<file path="config.mk">
export PLATFORM = sky130hd
export DESIGN_NAME = hazard_ctrl
export DESIGN_NICKNAME = d
export VERILOG_FILES = /design/src/rtl/pipe_pkg.sv /design/src/rtl/md_busy_ctr.sv /design/src/rtl/hazard_ctrl.sv
export SDC_FILE = /design/constraint.sdc
export NUM_CORES = 1
export LEC_CHECK = 0
export CORE_MARGIN = 3
export CORE_UTILIZATION = 30
export DETAILED_ROUTE_END_ITERATION = 12
export SLEW_MARGIN = 20
export SYNTH_ARGS = -nofsm -noshare
export SYNTH_HDL_FRONTEND = slang
export SYNTH_SLANG_ARGS = --single-unit
export TNS_END_PERCENT = 50
</file>
<file path="constraint.sdc">
create_clock -name clk -period 2 [get_ports clk]
set_input_delay 0.2 -clock clk [delete_from_list [all_inputs] [get_ports clk]]
set_output_delay 0.2 -clock clk [all_outputs]
set_load 0.01 [all_outputs]
</file>
<file path="src/rtl/pipe_pkg.sv">
// rtl/pipe_pkg.sv - shared pipeline control encodings, widths and hazard helper
package pipe_pkg;

    localparam int T_W      = 3;
    localparam int MD_CNT_W = 4;

    localparam int MULT_CYC_DEF = 5;
    localparam int DIV_CYC_DEF  = 10;

    localparam logic [1:0] PC_SEL_SEQ     = 2'b00;
    localparam logic [1:0] PC_SEL_HANDLER = 2'b01;
    localparam logic [1:0] PC_SEL_EPC     = 2'b10;

    localparam logic [31:0] HANDLER_ADDR = 32'h0000_4180;

    typedef enum logic {
        EXL_NORMAL  = 1'b0,
        EXL_HANDLER = 1'b1
    } exl_state_t;

    // A D-stage source collides with a producer whose result is not ready
    // by the time the consumer needs it; register 0 is never a real dependency.
    function automatic logic raw_hazard(
        input logic [4:0]     src,
        input logic [T_W-1:0] tuse,
        input logic [4:0]     dst,
        input logic [T_W-1:0] tnew
    );
        return (src != 5'd0) && (src == dst) && (tnew > tuse);
    endfunction

endpackage

</file>
<file path="src/rtl/md_busy_ctr.sv">
// rtl/md_busy_ctr.sv - mult/div busy counter with load, decrement and saturate
module md_busy_ctr
    import pipe_pkg::*;
#(
    parameter int MULT_CYC = MULT_CYC_DEF,
    parameter int DIV_CYC  = DIV_CYC_DEF
) (
    input  logic                clk,
    input  logic                reset,
    input  logic                go,
    input  logic                div,
    output logic                busy,
    output logic [MD_CNT_W-1:0] cnt
);

    localparam logic [MD_CNT_W-1:0] LOAD_MULT = MD_CNT_W'(MULT_CYC);
    localparam logic [MD_CNT_W-1:0] LOAD_DIV  = MD_CNT_W'(DIV_CYC);

    // Load on a start (a forced restart reloads), otherwise count down to zero and hold.
    always_ff @(posedge clk or posedge reset) begin
        if (reset) begin
            cnt <= '0;
        end else if (go) begin
            cnt <= div ? LOAD_DIV : LOAD_MULT;
        end else if (cnt != '0) begin
            cnt <= cnt - 1'b1;
        end
    end

    assign busy = (cnt != '0);

endmodule

</file>
<file path="src/rtl/hazard_ctrl.sv">
// rtl/hazard_ctrl.sv - pipeline stall/flush controller with mult/div busy and exl state
module hazard_ctrl
    import pipe_pkg::*;
#(
    parameter int MULT_CYC = MULT_CYC_DEF,
    parameter int DIV_CYC  = DIV_CYC_DEF
) (
    input  logic           clk,
    input  logic           reset,
    input  logic [4:0]     rs_D,
    input  logic [4:0]     rt_D,
    input  logic [T_W-1:0] Tuse_rs_D,
    input  logic [T_W-1:0] Tuse_rt_D,
    input  logic [4:0]     Dst_E,
    input  logic [4:0]     Dst_M,
    input  logic [T_W-1:0] Tnew_E,
    input  logic [T_W-1:0] Tnew_M,
    input  logic           md_start_E,
    input  logic           md_div_E,
    input  logic           md_use_D,
    input  logic           exc_M,
    input  logic           int_req,
    input  logic           eret_M,
    output logic           stall_F,
    output logic           stall_D,
    output logic           flush_FD,
    output logic           flush_DE,
    output logic           flush_EM,
    output logic [1:0]     pc_sel,
    output logic           exl,
    output logic           md_busy,
    output logic [31:0]    stall_cnt
);

    exl_state_t          state;
    logic                trap;
    logic                ret;
    logic                stall_hz;
    logic                stall_md;
    logic                stall;
    logic                md_go;
    logic                md_cnt_busy;
    logic [MD_CNT_W-1:0] md_cnt;

    assign exl  = (state == EXL_HANDLER);
    assign trap = exc_M | (int_req & ~exl);
    assign ret  = eret_M & ~trap;

    // A trapped starter never reaches the unit, so its load is dropped.
    assign md_go = md_start_E & ~trap;

    md_busy_ctr #(
        .MULT_CYC (MULT_CYC),
        .DIV_CYC  (DIV_CYC)
    ) u_md_busy_ctr (
        .clk   (clk),
        .reset (reset),
        .go    (md_go),
        .div   (md_div_E),
        .busy  (md_cnt_busy),
        .cnt   (md_cnt)
    );

    assign md_busy  = md_cnt_busy | md_start_E;
    assign stall_md = md_use_D & md_busy;

    // Tuse/Tnew comparison of both D-stage sources against the E and M producers.
    always_comb begin
        stall_hz = raw_hazard(rs_D, Tuse_rs_D, Dst_E, Tnew_E)
                 | raw_hazard(rs_D, Tuse_rs_D, Dst_M, Tnew_M)
                 | raw_hazard(rt_D, Tuse_rt_D, Dst_E, Tnew_E)
                 | raw_hazard(rt_D, Tuse_rt_D, Dst_M, Tnew_M);
    end

    assign stall = stall_hz | stall_md;

    // Redirect and flush take priority over stalling: trap, then eret, then stall.
    always_comb begin
        stall_F  = 1'b0;
        stall_D  = 1'b0;
        flush_FD = 1'b0;
        flush_DE = 1'b0;
        flush_EM = 1'b0;
        pc_sel   = PC_SEL_SEQ;
        if (trap) begin
            flush_FD = 1'b1;
            flush_DE = 1'b1;
            flush_EM = 1'b1;
            pc_sel   = PC_SEL_HANDLER;
        end else if (ret) begin
            flush_FD = 1'b1;
            flush_DE = 1'b1;
            flush_EM = 1'b1;
            pc_sel   = PC_SEL_EPC;
        end else begin
            stall_F  = stall;
            stall_D  = stall;
            flush_DE = stall;
        end
    end

    // Exception-level FSM: any trap enters the handler, eret leaves it.
    always_ff @(posedge clk or posedge reset) begin
        if (reset) begin
            state <= EXL_NORMAL;
        end else begin
            case (state)
                EXL_NORMAL: begin
                    if (trap) state <= EXL_HANDLER;
                end
                EXL_HANDLER: begin
                    if (ret) state <= EXL_NORMAL;
                end
                default: state <= EXL_NORMAL;
            endcase
        end
    end

    // Running count of decode-stall cycles; wraps naturally at 32 bits.
    always_ff @(posedge clk or posedge reset) begin
        if (reset) begin
            stall_cnt <= '0;
        end else if (stall_D) begin
            stall_cnt <= stall_cnt + 32'd1;
        end
    end

endmodule
</file>
* Word level (Yosys, flattened, before mapping) *
Index checks and enable logic that the tools add are counted.

operators by class
  mux-type cells = 14
  reduce and logical (&&, ||, !) cells = 12
  bitwise operators = 12
  $lt $le $gt $ge = 4
  equality and inequality tests = 4
  $add $sub $neg = 2

operators with widths
  operator                 number
  $add A32 B1 Y32 const B  1
  $eq A5 B5 Y1             4
  $gt A3 B3 Y1             4
  $mux W4                  3
  $reduce_bool A5 Y1       2
  $logic_and A1 B1 Y1      8
  $mux W1                  8
  $or A1 B1 Y1             6
  $and A1 B1 Y1            4
  $mux W2                  2
  $reduce_bool A4 Y1       1
  $sub A4 B1 Y4 const B    1
  $not A1 Y1               2
  $pmux W1 S2              1
  $reduce_bool A2 Y1       1

word-level totals
  input bits = 40
  output and inout bits = 41
  word-level logic and storage cells = 51
  register bits = 37

* Logic depth before layout (Yosys ltp) *
  depth after elaboration = 9
  gate-level depth with buffers = 10
  gate-level depth less buffers = 9

* Modules after synthesis *
A second synthesis with hierarchy kept.

second synthesis, totals
  cells, all modules = 235
  area, all modules = 2356.0 µm²

by module, submodules not included
  module       cells each  instances  sequential area each (µm²)  area each (µm²)
  hazard_ctrl  207         1          825.8                       2093.3
  md_busy_ctr  28          1          100.1                       262.8

* Worst setup path before layout *
OpenSTA, ideal clock, no wires.

  path kind = input -> register
  start = input port Tuse_rs_D[2]
  end = register stall_cnt[26]
  stages on the path = 9
  setup slack = 45 ps
  data required time = 1874 ps
  data arrival time = 1829 ps
  path buffers = 0
  cells stage by stage = inv_1 -> ha_1 -> nor2b_1 -> a221oi_1 -> nor4_1 -> o22ai_2 -> a311oi_2 -> nand3_1 -> xnor2_1

between the ends
  cells in the longest elaborated chain, start to end = 8

RTL lines
  element                 RTL line            text
  start: declaration      hazard_ctrl.sv:12   input logic [T_W-1:0] Tuse_rs_D,
  $gt A3 B3 Y1            pipe_pkg.sv:29      return (src != 5'd0) && (src == dst) && (tnew > tuse);
  $logic_and A1 B1 Y1     pipe_pkg.sv:29
  $or A1 B1 Y1 (*)        hazard_ctrl.sv:70   | raw_hazard(rs_D, Tuse_rs_D, Dst_M, Tnew_M)
  $or A1 B1 Y1 (*)        hazard_ctrl.sv:71   | raw_hazard(rt_D, Tuse_rt_D, Dst_E, Tnew_E)
  $or A1 B1 Y1 (*)        hazard_ctrl.sv:72   | raw_hazard(rt_D, Tuse_rt_D, Dst_M, Tnew_M);
  $or A1 B1 Y1 (*)        hazard_ctrl.sv:75   assign stall = stall_hz | stall_md;
  $mux W1 (*)             hazard_ctrl.sv:90   end else if (ret) begin
  $mux W1 (*)             hazard_ctrl.sv:85   if (trap) begin
  end signal: assignment  hazard_ctrl.sv:124  stall_cnt <= stall_cnt + 32'd1;
  end: declaration        hazard_ctrl.sv:32   output logic [31:0] stall_cnt

Every way passes the cells marked *; elsewhere a longest branch is shown, timed or not.
A chain may end at the register's enable or synchronous reset.

* Final worst setup path *
  start = register state, in the netlist exl
  end = output port flush_FD

between the ends
  cells in the longest elaborated chain, start to end = 7

RTL lines
  element                   RTL line            text
  start: declaration        hazard_ctrl.sv:35   exl_state_t state;
  start signal: assignment  hazard_ctrl.sv:105  state <= EXL_NORMAL;
  start signal: assignment  hazard_ctrl.sv:109  if (trap) state <= EXL_HANDLER;
  start signal: assignment  hazard_ctrl.sv:112  if (ret) state <= EXL_NORMAL;
  $not A1 Y1 (*)            --
  $and A1 B1 Y1 (*)         hazard_ctrl.sv:46   assign trap = exc_M | (int_req & ~exl);
  $or A1 B1 Y1 (*)          hazard_ctrl.sv:46
  $not A1 Y1                hazard_ctrl.sv:47   assign ret = eret_M & ~trap;
  $and A1 B1 Y1             hazard_ctrl.sv:47
  $mux W1                   hazard_ctrl.sv:90
  $mux W1 (*)               hazard_ctrl.sv:85
  end: declaration          hazard_ctrl.sv:26   output logic flush_FD,

Marks and branches as above.

==> flow_summary.json <==
{
  "via_per_inst": 4.63,
  "die_area_sq_um": 8820,
  "ant_nets": 0,
  "max_freq_ghz": 0.521,
  "post_drt_wl_per_cell_um": 13.1,
  "maxSlewHeadroom_pct": 69.2,
  "vias": 2092,
  "vdd_drop_max_uv": 261,
  "crit_required_ps": 1800,
  "p_per_area_nw_per_um2": 591,
  "grt_max_degree": 38,
  "fin_crit_ps": 1920,
  "grt_pass1_wl_um": 10000,
  "register_area_sq_um": 926,
  "grt_use_total_pct": 14.2,
  "final.period_utilization_pct": 96.0,
  "core_area_sq_um": 7370,
  "cts-root-buf": "clkbuf_8",
  "hp-class": "in -> async",
  "start_kind": "register",
  "cts.sinks": 37,
  "setup.worst_path.class": "reg -> out",
  "hold_viol_final": 0,
  "critical_path.max_fanout": 2,
  "fin_nets": 407,
  "p_leak_uw": 0.00164,
  "antenna_found_initial": 0,
  "synth_cell_types": 35,
  "fill_cells": 693,
  "ys_seq_area_share_pct": 39.9,
  "port_buffers": 80,
  "ys_seq_elements": 37,
  "outcome": "complete, no violations",
  "drc": 0,
  "worst_slew_pin_slew_ps": 461,
  "fin_area_sq_um": 3810,
  "die_h_um": 93.9,
  "cts_made_buffers": 5,
  "crit_path_end_kind": "output port",
  "postSynthCellCount": 229,
  "htree_num_levels": 2,
  "drt-total-wl_um": 5940,
  "synth_nets": 284,
  "clkTransAtPathRegs_ps": 70,
  "gp_congestion": 0.816,
  "setup_violations": 0,
  "grt-ovfl-total": 0,
  "fin_util_pct": 51.7,
  "drive_above_1_share_pct": 30.9,
  "multi_input_area_sq_um": 1530,
  "timing.setup.tns_ps": 0,
  "layout_commonest_cell": "clkdlybuf4s50_1",
  "async_reset_ff_share_pct": 100,
  "clk_latency_ps": 280,
  "netlist_area_sq_um": 2320,
  "finalMaxSlewViolations": 0,
  "yosysTopAreaCellShare_pct": 39.9,
  "ios": 81,
  "drt_iter0_drc": 33,
  "rows": 31,
  "final_cell_mix": "clkdlybuf4s50_1, xnor2_1, buf_4",
  "antennaDiodeCount": 0,
  "yosysTopAreaCell": "dfrtp_1",
  "synth.top_cells.by_area": "dfrtp_1, xnor2_1, ha_1",
  "max_cap_violations": 0,
  "hpwl_um": 4600,
  "syn_avg_cell_area_sq_um": 10.1,
  "start_util_pct": 31.5,
  "place_area_sq_um": 3450,
  "fin_worst_skew_ps": 7.34,
  "ys.flop_type": "dfrtp_1",
  "die_width_um": 93.9,
  "worstPathArrival_ps": 1720,
  "yosysWarnings": 0,
  "synth_edf_count": 0,
  "cts_tree": "built",
  "first_pass_iters": 4,
  "first_global_vias": 2120,
  "area.growth.synth_to_final_pct": 64.4,
  "clk_path_buf_depth": 2
}
## final timing paths
path                       cells past startpoint     startpoint  slack [ps]                    to
hold reg to reg                                1  stall_cnt[31]         470         stall_cnt[31]
hold / removal                                 3          reset         320          stall_cnt[8]
setup / recovery                               6            exl          80              flush_FD
setup reg to reg                               8   stall_cnt[9]         150         stall_cnt[24]
max in group asynchronous                      3          reset        1350  u_md_busy_ctr.cnt[0]
min in group clk                               1  stall_cnt[31]         470         stall_cnt[31]
## kinds of logic (layout without fill, tap and decap cells)
family / after synthesis / in the layout / share of synthesized area (%)
buffers and inverters: 22 / 146 / 4.37
muxes: 1 / 1 / 0.485
AOI/OAI and AO/OA: 21 / 21 / 7.66
and+or+nand+nor: 79 / 79 / 19.1
xor gates and xnor gates: 54 / 54 / 20.4
adders and majority gates: 15 / 15 / 8.09
DFF: 37 / 37 / 39.9
## cell usage after synthesis, types with 2 or more instances
| library cell | count |
|---|---|
| a211o_1 | 2 |
| a21oi_1 | 4 |
| a311oi_2 | 2 |
| and2_1 | 4 |
| and3_1 | 9 |
| and4_1 | 2 |
| buf_4 | 5 |
| clkbuf_1 | 2 |
| dfrtp_1 | 37 |
| ha_1 | 15 |
| inv_1 | 15 |
| nand2_1 | 17 |
| nand3_1 | 18 |
| nand3b_1 | 2 |
| nand4_1 | 13 |
| nor2_1 | 3 |
| nor2b_1 | 2 |
| nor4_1 | 2 |
| o21ai_0 | 4 |
| o22ai_1 | 2 |
| o22ai_2 | 2 |
| or4_1 | 2 |
| xnor2_1 | 41 |
| xor2_1 | 13 |
## final cells by class
| class | instances | share of cell area [%] |
|---|---|---|
| flip-flops and latches | 37 | 24.3 |
| multi-input cells | 170 | 40.1 |
| repair buffers | 123 | 28.6 |
| clock buffers | 6 | 1.90 |
| inverters | 15 | 1.61 |
| well taps | 99 | 3.25 |
| clock inverters | 2 | 0.262 |
## metrics by stage
stage	std cells	worst slack (ps)	total power [uW]	hold slack (ps)
after global placement	434	-687	1650	462
final	452	80.8	2250	322
after CTS	445	3.60	2210	336
after global routing	452	-21.6	2410	395
after floorplan	229	45.1	1300	296
after detailed placement	434	-746	1670	469
## registers in the layout, indices dropped and copies added, names as in the netlist
name               cells
exl                    1
stall_cnt             32
u_md_busy_ctr.cnt      4
## where the power goes
group          switching, uW  internal (uW)
Clock                    256            241
Sequential              89.4            836
Combinational            361            469
Total                    707           1550
## critical path: stages (launching register included)
cell and delay (ps):
dfrtp_1 380, inv_1 90, a21oi_2 70, nor2b_4 120
inv_1 120, buf_4 130, clkdlybuf4s50_1 520
## per-layer routing
metal	track usage (%)	share of wire [%]	vias up	routed length (um)
met5	0	0	-	0
met1	19.5	47	981	2790
li1	-	-	1043	-
met3	3.77	6.2	7	369
met2	22.1	46	61	2720
met4	3.25	0.98	0	58
## timing repair
| item | in CTS | in global routing |
|---|---|---|
| hold buffers | 0 | 0 |
| buffers inserted | 3 | 7 |
| endpoints found under the hold margin | 0 | 0 |
| endpoints found under the setup margin | 37 | 16 |
| pin swaps | 23 | 17 |
| gates resized for setup | 100 | 28 |
(Power assumes the default switching activity.)
